==> config.mk <==
export PLATFORM = sky130hd
export DESIGN_NAME = m_spi_fifo_tx
export DESIGN_NICKNAME = d
export VERILOG_FILES = /design/src/rtl/m_spi_fifo_tx.sv
export SDC_FILE = /design/constraint.sdc
export NUM_CORES = 1
export LEC_CHECK = 0
export ABC_AREA = 1
export BUFFER_PORTS_ARGS = -buffer_cell sky130_fd_sc_hd__buf_2
export CORE_ASPECT_RATIO = 0.5
export CORE_MARGIN = 2
export CORE_UTILIZATION = 28
export CTS_CLUSTER_SIZE = 10
export DETAILED_ROUTE_END_ITERATION = 16
export RECOVER_POWER = 100
export SYNTH_ARGS = -nofsm -noshare
export SYNTH_HDL_FRONTEND = slang
export SYNTH_SLANG_ARGS = --single-unit
export TNS_END_PERCENT = 10
==> constraint.sdc <==
create_clock -name w_clk -period 4.4 [get_ports w_clk]
set_input_delay 0.22 -clock w_clk [delete_from_list [all_inputs] [get_ports w_clk]]
set_output_delay 0.22 -clock w_clk [all_outputs]
set_load 0.01 [all_outputs]
==> src/rtl/m_spi_fifo_tx.sv <==
// Buffered SPI transmitter for the ST7789 path: 18-bit {dc, wide, data} FIFO feeding a clock-divided MSB-first serializer.
// Push-to-CS-low takes 2 cycles; o_ready drops at full and any push while full is dropped.

module m_spi_fifo_tx_fifo #(
  parameter int WIDTH = 18,
  parameter int DEPTH = 16
) (
  input  logic                   clk,
  input  logic                   rst,
  input  logic                   push,
  input  logic [WIDTH-1:0]       push_dat,
  input  logic                   pop,
  output logic [WIDTH-1:0]       pop_dat,
  output logic                   empty,
  output logic                   rdy,
  output logic [$clog2(DEPTH):0] level,
  output logic [$clog2(DEPTH):0] level_nxt
);
  localparam int AW = $clog2(DEPTH);

  logic [WIDTH-1:0] mem [DEPTH];
  logic [AW-1:0]    wr_ptr;
  logic [AW-1:0]    rd_ptr;
  logic             do_push;
  logic             do_pop;

  assign empty   = (level == '0);
  assign do_push = push && rdy;
  assign do_pop  = pop && !empty;
  assign pop_dat = mem[rd_ptr];

  always_comb begin
    level_nxt = level;
    case ({do_push, do_pop})
      2'b10:   level_nxt = level + (AW+1)'(1);
      2'b01:   level_nxt = level - (AW+1)'(1);
      default: level_nxt = level;
    endcase
  end

  // rdy is a flop so o_ready never depends combinationally on the pop side
  always_ff @(posedge clk or posedge rst) begin
    if (rst) begin
      wr_ptr <= '0;
      rd_ptr <= '0;
      level  <= '0;
      rdy    <= 1'b1;
    end else begin
      if (do_push) wr_ptr <= wr_ptr + AW'(1);
      if (do_pop)  rd_ptr <= rd_ptr + AW'(1);
      level <= level_nxt;
      rdy   <= (level_nxt != (AW+1)'(DEPTH));
    end
  end

  always_ff @(posedge clk) begin
    if (do_push) mem[wr_ptr] <= push_dat;
  end
endmodule

module m_spi_fifo_tx #(
  parameter int FIFO_DEPTH = 16,
  parameter int CLK_DIV    = 1,
  parameter bit CPOL       = 1'b1
) (
  input  logic                        w_clk,
  input  logic                        w_rst,
  input  logic                        i_valid,
  input  logic                        i_dc,
  input  logic                        i_wide,
  input  logic [15:0]                 i_data,
  output logic                        o_ready,
  output logic                        o_SCL,
  output logic                        o_SDA,
  output logic                        o_DC,
  output logic                        o_CS,
  output logic                        o_busy,
  output logic [$clog2(FIFO_DEPTH):0] o_level
);
  localparam int            HW        = $clog2(CLK_DIV + 1);
  localparam logic [HW-1:0] HALF_LAST = HW'(CLK_DIV - 1);

  typedef enum logic {IDLE, SHIFT} state_t;
  state_t state;
  state_t state_nxt;

  logic [17:0]                 fifo_dat;
  logic                        fifo_empty;
  logic [$clog2(FIFO_DEPTH):0] level_nxt;
  logic                        start;
  logic                        half_end;
  logic                        word_end;
  logic [4:0]                  last_bit;
  logic [15:0]                 load_dat;

  logic [HW-1:0] half_cnt;
  logic [HW-1:0] half_cnt_nxt;
  logic [4:0]    bit_cnt;
  logic [4:0]    bit_cnt_nxt;
  logic [15:0]   shreg;
  logic [15:0]   shreg_nxt;
  logic          wide_q;
  logic          wide_nxt;
  logic          scl_nxt;
  logic          sda_nxt;
  logic          dc_nxt;
  logic          cs_nxt;
  logic          busy_nxt;

  m_spi_fifo_tx_fifo #(
    .WIDTH (18),
    .DEPTH (FIFO_DEPTH)
  ) u_fifo (
    .clk       (w_clk),
    .rst       (w_rst),
    .push      (i_valid),
    .push_dat  ({i_dc, i_wide, i_data}),
    .pop       (start),
    .pop_dat   (fifo_dat),
    .empty     (fifo_empty),
    .rdy       (o_ready),
    .level     (o_level),
    .level_nxt (level_nxt)
  );

  // 8-bit words are left-aligned so the serializer always shifts out of bit 15
  assign load_dat = fifo_dat[16] ? fifo_dat[15:0] : {fifo_dat[7:0], 8'h00};
  assign last_bit = wide_q ? 5'd15 : 5'd7;
  assign half_end = (half_cnt == HALF_LAST);
  assign word_end = (state == SHIFT) && half_end && (o_SCL == CPOL) && (bit_cnt == last_bit);
  assign start    = !fifo_empty && ((state == IDLE) || word_end);

  always_ff @(posedge w_clk or posedge w_rst) begin
    if (w_rst) state <= IDLE;
    else       state <= state_nxt;
  end

  always_comb begin
    state_nxt = state;
    case (state)
      IDLE:    if (!fifo_empty) state_nxt = SHIFT;
      SHIFT:   if (word_end && fifo_empty) state_nxt = IDLE;
      default: state_nxt = IDLE;
    endcase
  end

  always_comb begin
    half_cnt_nxt = half_cnt;
    bit_cnt_nxt  = bit_cnt;
    shreg_nxt    = shreg;
    wide_nxt     = wide_q;
    scl_nxt      = o_SCL;
    sda_nxt      = o_SDA;
    dc_nxt       = o_DC;
    cs_nxt       = o_CS;
    if (start) begin
      half_cnt_nxt = '0;
      bit_cnt_nxt  = '0;
      shreg_nxt    = {load_dat[14:0], 1'b0};
      wide_nxt     = fifo_dat[16];
      scl_nxt      = ~CPOL;
      sda_nxt      = load_dat[15];
      dc_nxt       = fifo_dat[17];
      cs_nxt       = 1'b0;
    end else if (state == SHIFT) begin
      if (!half_end) begin
        half_cnt_nxt = half_cnt + HW'(1);
      end else begin
        half_cnt_nxt = '0;
        if (o_SCL != CPOL) begin
          scl_nxt = CPOL;
        end else if (bit_cnt == last_bit) begin
          bit_cnt_nxt = '0;
          scl_nxt     = CPOL;
          sda_nxt     = 1'b1;
          cs_nxt      = 1'b1;
        end else begin
          bit_cnt_nxt = bit_cnt + 5'd1;
          shreg_nxt   = {shreg[14:0], 1'b0};
          sda_nxt     = shreg[15];
          scl_nxt     = ~CPOL;
        end
      end
    end else begin
      scl_nxt = CPOL;
      cs_nxt  = 1'b1;
    end
    busy_nxt = (state_nxt == SHIFT) || (level_nxt != '0);
  end

  always_ff @(posedge w_clk or posedge w_rst) begin
    if (w_rst) begin
      half_cnt <= '0;
      bit_cnt  <= '0;
      shreg    <= '0;
      wide_q   <= 1'b0;
      o_SCL    <= CPOL;
      o_SDA    <= 1'b1;
      o_DC     <= 1'b0;
      o_CS     <= 1'b1;
      o_busy   <= 1'b0;
    end else begin
      half_cnt <= half_cnt_nxt;
      bit_cnt  <= bit_cnt_nxt;
      shreg    <= shreg_nxt;
      wide_q   <= wide_nxt;
      o_SCL    <= scl_nxt;
      o_SDA    <= sda_nxt;
      o_DC     <= dc_nxt;
      o_CS     <= cs_nxt;
      o_busy   <= busy_nxt;
    end
  end
endmodule

; ---- Word level (Yosys, flattened, before mapping)
; Memory sizes are Yosys's and may differ from the RTL's.
; Cells that the tools add are included.
[classes]
addsub = 6
n_eq_ne = 9
n_mux = 36
bitwise_logic = 2
reduce_logical = 17
[ops]
columns = cell, n
row1 = $mux 16, 6
row2 = $mux 5, 5
row3 = $mux 1, 22
row4 = $add 5x1->5 const B, 2
row5 = $pmux 5 s2, 1
row6 = $add 4x1->4 const B, 2
row7 = $logic_and 1x1->1, 7
row8 = $ne 3x2->1 const B, 2
row9 = $reduce_and 3->1, 2
row10 = $eq 5x4->1, 1
row11 = $logic_not 5->1, 1
row12 = $ne 5x5->1 const B, 1
row13 = $reduce_bool 5->1, 1
row14 = $sub 5x1->5 const B, 1
row15 = $mux 4, 1
row16 = $ne 2x1->1 const B, 2
row17 = $reduce_and 4->1, 1
row18 = $reduce_bool 2->1, 2
row19 = $ne 3x1->1 const B, 1
row20 = $eq 2x1->1 const B, 1
row21 = $eq 2x2->1 const B, 1
row22 = $logic_or 1x1->1, 2
row23 = $not 1->1, 2
row24 = $pmux 1 s2, 1
row25 = 2 further kinds, 2
[word_totals]
ff_bits = 43
ramBits = 288
wordCells = 85
n_memories = 1
[memory_table]
columns = name, depth, width, rd, rd_ports_with_merged_regs, write_ports, line_no
row1 = u_fifo.mem, 16, 18, 1, 0, 1, 21  ; logic [WIDTH-1:0] mem [DEPTH];

; ---- Depth between registers and ports, before layout
[logic_depth]
depth_word = 11
depth_mapped = 18
depth_no_buf = 17

; ---- By module
; A second synthesis with hierarchy kept.
[unflattened]
cells_unflattened = 1233
hier_area_um2 = 14282.4
[modules_own_cells]
columns = module, n_inst, cells_per_inst, area_per_inst_um2
row1 = m_spi_fifo_tx_fifo, 1, 1027, 12677.2
row2 = m_spi_fifo_tx, 1, 206, 1605.3

; ---- Worst setup path before layout
; Ideal clock, no wire load.
[synth_timing]
path_type = register -> register
start = register bit_cnt[0]
end = register o_busy
setup_time_ns = 0.128
arrival_time_ns = 2.588
slack_ns = 1.683
path_stages_with_launch = 18
n_path_buf = 1
period_less_slack_ns = 2.717
path_cell_list = dfrtp_1 > ha_1 > nand2_1 > nor2_2 > nand3_2 > o21ai_4 > nand2_4 > clkinv_2 > buf_6 > ha_1 > ha_1 > a21boi_0 > nor2_1 > nand2_1 > nand2_1 > o22a_1 > nor3_1 > nand2_1
[synth_via]
elab_chain_len = 9
word_cells_on_any_way = 13
classes_between = 3 x eq/ne / 3 x mux / 7 x reduce/logical
[synth_lines]
columns = item, line_no
row1 = start: declaration, 98  ; logic [4:0] bit_cnt;
row2 = start signal: assignment, 204  ; bit_cnt <= bit_cnt_nxt;
row3 = $eq 5x4->1 (*), 130  ; assign word_end = (state == SHIFT) && half_end && (o_SCL == CPOL) && (bit_cnt == last_bit);
row4 = $logic_and 1x1->1 (*), 130
row5 = $logic_or 1x1->1 (*), 131  ; assign start = !fifo_empty && ((state == IDLE) || word_end);
row6 = $logic_and 1x1->1 (*), 131
row7 = $logic_and 1x1->1 (*), 29  ; assign do_pop = pop && !empty;
row8 = $eq 2x1->1 / $eq 2x2->1 (equally long branches), 34  ; case ({do_push, do_pop})
row9 = $pmux 5 s2 (*), 34
row10 = named net level_nxt[3], 89  ; logic [$clog2(FIFO_DEPTH):0] level_nxt;
row11 = $reduce_bool 5->1 (*), 188  ; busy_nxt = (state_nxt == SHIFT) || (level_nxt != '0);
row12 = $logic_or 1x1->1 (*), 188
row13 = named net busy_nxt, 108  ; logic busy_nxt;
row14 = end signal: assignment, 211  ; o_busy <= busy_nxt;
row15 = end: declaration, 77  ; output logic o_busy,
; Mark *: on every way through the listed nets, which the timed path passes. The rest lies on a longest branch.
; A chain may end at the register's enable or synchronous reset.

; ---- Final worst setup path
[layout_timing]
start = register bit_cnt[0]
end = register o_busy
[layout_via]
elab_chain_len = 9
word_cells_on_any_way = 13
classes_between = 3 x eq/ne / 3 x mux / 7 x reduce/logical
[layout_lines]
columns = item, line_no
row1 = $eq 5x4->1 (*), 130
row2 = $logic_and 1x1->1 (*), 130
row3 = $logic_or 1x1->1, 131
row4 = $logic_and 1x1->1, 131
row5 = $logic_and 1x1->1, 29
row6 = $eq 2x1->1 / $eq 2x2->1 (equally long branches), 34
row7 = $pmux 5 s2, 34
row8 = $reduce_bool 5->1, 188
row9 = $logic_or 1x1->1 (*), 188
row10 = named net busy_nxt, 108
; Marked as above.

==> key figures <==
CTS
  – TritonCTS Buffers: 39
  – Worst skew pair latency: approximately 530 ps
  – Clock Sinks: 329
  – CTS resizes: 0
  – Clk pin slew, worst setup/hold paths: about 60 ps
  – Clk buf depth: 3
  – H-Tree Depth: 2
  – CTS tree: yes
  – Clk root buf: clkbuf_16

Critical path
  – Critical path fanouts, max: 23
  – Slowest stage cell, crit path: fa_1
  – CP endpoint: o_busy$_DFF_PP0_
  – Crit-path cells: ha_1 -> nand2_1 -> nor2_1 -> nand3_2 -> o21ai_0 -> nand2_4 -> clkinv_2 -> ha_1 -> fa_1 -> o21ai_0 -> nand3_1 -> nor3_1 -> nand2_1
  – CP startpoint: bit_cnt[0]$_DFFE_PP0P_
  – Crit path kind: reg -> reg
  – CP max stage delay: 460 ps
  – Worst Path Arrival: approximately 4000 ps
  – Element type at the critical path end: register
  – R2R setup slack: ~800 ps
  – Startpoint Class: register
  – Reg-to-Reg Start: bit_cnt[0]$_DFFE_PP0P_
  – R2r endpoint: o_busy$_DFF_PP0_
  – R2r worst-path depth: 13
  – Critical path required time: 4810 ps

Job
  – Max-cap violations: 10

Worst hold path
  – Worst min-delay path class: in -> reg

Pwr
  – P_leak: around 6.6 nW
  – Clk pwr share: between 20% and 30%
  – Reg power frac: 37.9%
  – Final Total Pwr: 10.7 mW
  – Logic pwr share: 35.8%
  – Switching power: between 4 and 5 mW
  – Sw Share: 38.2%
  – P per Cell Area: 658 nW/um2
  – Pint: 6.64 mW
  – Worst ir drop on vdd: just over 300 uV

Die
  – Starting Density: 28.5%
  – Ports: 32
  – Die ar.: 53400 um2
  – Vert. Die Dim: around 160 um
  – Core outline area: between 50000 and 60000 um2
  – # rows: 58
  – Die W: 325 um

Finish
  – Commonest cells after routing, fill and taps aside: nand2_1, edfxtp_1, inv_1, nand3_1, clkbuf_1
  – Layout Utilization: 32.3%
  – N_diodes: 0
  – Layout cells sized above 1: about 6.2%
  – Area grow syn2layout: 13.2%
  – Commonest non-fill, non-tap cell in the layout: nand2_1
  – Non-Filler Instances: 2133
  – Final nets: 1460

Route
  – Drt first pass iters: 5
  – # DRC: 0
  – DR WL met3: about 2 mm
  – Met2 WL post-DR: 15.6 mm
  – Initial drt markers: 798
  – Detailed-route vias per instance: about 4.5
  – Routed WL: approximately 34 mm
  – Highest Signal Layer: met4
  – Via count: roughly 9600
  – Met1 Wirelength: 15.8 mm
  – Wire per inst: about 16 um
  – Final ANT Viol Nets: 0

GRT
  – Number of global-route vias before repair: 9170
  – Initial antenna violation count: 0
  – Pin count of the biggest net entering global routing: 79
  – First-pass GRT wire length: 53.7 mm
  – Grt ovf: 0
  – GR Util All Layers: 12.9%

Synth
  – Syn Area/Cell: slightly above 10 um2
  – Post-synthesis net count: about 1400
  – Number of synthesized flops with an enable pin: 288
  – Synth Instances: around 1400
  – Synth warnings: 0
  – Syn Std Cell Area: 14400 um2
  – Sequential-to-total area share from yosys stat: between 60% and 70%
  – Primary FF master, synth: edfxtp_1
  – Netlist cell types: 43
  – Seq cells post-synth: 329
  – Ys async rst share: 12.5%

Timing
  – Final Hold Viols: 0
  – RSZ-0062 raised after global routing: false
  – Final Setup Violations: 0
  – Max-slew violations: 211
  – Min Hold Slack: ~34 ps
  – Clock Skew: approximately 18 ps
  – Crit path time final: around 3600 ps
  – Fmax: 278 MHz
  – Setup_tns: 0 ps
  – Period utilization: 81.8%
  – Slew headroom: -50.3%
  – Worst slew pin tran: 2260 ps

Place
  – Placer Congestion: 0.783
  – PortBufs: 31
  – Final HPWL DP: 18.6 mm
  – Dpl cells: 2076

Status
  – Violated checks: max-capacitance violations, max-slew violations
  – Run status: finished with violations
area by class of cell:
cell class / instances / area (um2)
fillers: 5121 / 34200
flip-flops and latches: 329 / 9680
multi-input cells: 811 / 3660
clock buffers: 52 / 1030
well taps: 690 / 863
inverters: 186 / 702
repair buffers: 61 / 305
clock inverters: 4 / 63.8
cells by family after synthesis:
group                    after synthesis  share of synthesized area (%)
AND/OR/NAND/NOR                      728                           21.0
AO/OA/AOI/OAI                         63                           2.84
flip-flops                           329                           67.2
XOR/XNOR                               9                          0.547
adder cells (fa/ha/maj)               11                           1.01
buffers and inverters                248                           7.42
synth_stat cells (all sizes together), types with 2 or more instances:
cell | number | share of area (%)
a21oi | 17 | 0.59
a31oi | 2 | 0.087
buf | 50 | 2.2
clkbuf | 12 | 0.31
clkinv | 4 | 0.11
dfrtp | 37 | 6.4
dfstp | 4 | 0.73
edfxtp | 288 | 60
ha | 10 | 0.87
inv | 182 | 4.8
nand2 | 474 | 12
nand3 | 178 | 6.2
nand4 | 3 | 0.13
nor2 | 60 | 1.7
nor3 | 3 | 0.10
o21ai | 17 | 0.75
o221ai | 3 | 0.18
o22ai | 4 | 0.17
o31ai | 14 | 0.73
or2 | 10 | 0.43
xnor2 | 2 | 0.12
xor2 | 7 | 0.43
critical path: cells and delay by family (launching register included):
family          cells  cell delay [ps]
fa+ha+maj           3              980
simple gates        7             1160
flops               1              350
buf+inv             1              300
compound gates      2              700
power by group through the flow:
stage | Combinational [mW] | Sequential [mW] | Clock (mW)
2_1_floorplan | 2.81 | 4.10 | 0
3_3_place_gp | 3.87 | 4.11 | 0
3_5_place_dp | 3.92 | 4.11 | 0
4_1_cts | 3.93 | 4.06 | 2.89
5_1_grt | 4.36 | 4.11 | 3.03
6_report | 3.84 | 4.07 | 2.83
metal layers:
metal	vias to the layer above	track usage, %
met4	0	3.72
met5	-	0
met1	4623	17.9
met2	259	21.1
li1	4616	-
met3	53	1.92
sequential cells by signal, summed over array words and instances (netlist names), 4 cells and up:
name           count
u_fifo.rd_ptr      4
u_fifo.level       5
shreg             15
bit_cnt            5
u_fifo.wr_ptr      4
u_fifo.mem       288
per-stage QoR:
| step | instance area, um2 | setup WS (ps) |
|---|---|---|
| 3_3_place_gp | 15400 | 1220 |
| 5_1_grt | 16300 | 370 |
| 3_5_place_dp | 15400 | 1140 |
| 2_1_floorplan | 14400 | 1680 |
| 6_report | 16300 | 799 |
| 4_1_cts | 16500 | 1110 |
worst min path at each step:
stage | startpoint | to | slack, ps | cells past startpoint
final | i_valid | u_fifo.wr_ptr[0]$_DFFE_PP0P_ | 30 | 3
after global routing | i_valid | u_fifo.wr_ptr[0]$_DFFE_PP0P_ | 50 | 3
after CTS | i_valid | u_fifo.wr_ptr[0]$_DFFE_PP0P_ | 20 | 3
after detailed placement | w_rst | u_fifo.level[4]$_DFF_PP0_ | 380 | 3
after global placement | w_rst | u_fifo.level[4]$_DFF_PP0_ | 370 | 3
after floorplan | i_data[0] | u_fifo.mem[0][0]$_DFFE_PP_ | 320 | 0
repair_timing:
action | CTS | global route
setup buffers | 0 | 0
hold buffers | 1 | 0
endpoints found under the hold margin | 37 | 0
Note: power is estimated with default switching activity, not from simulation.
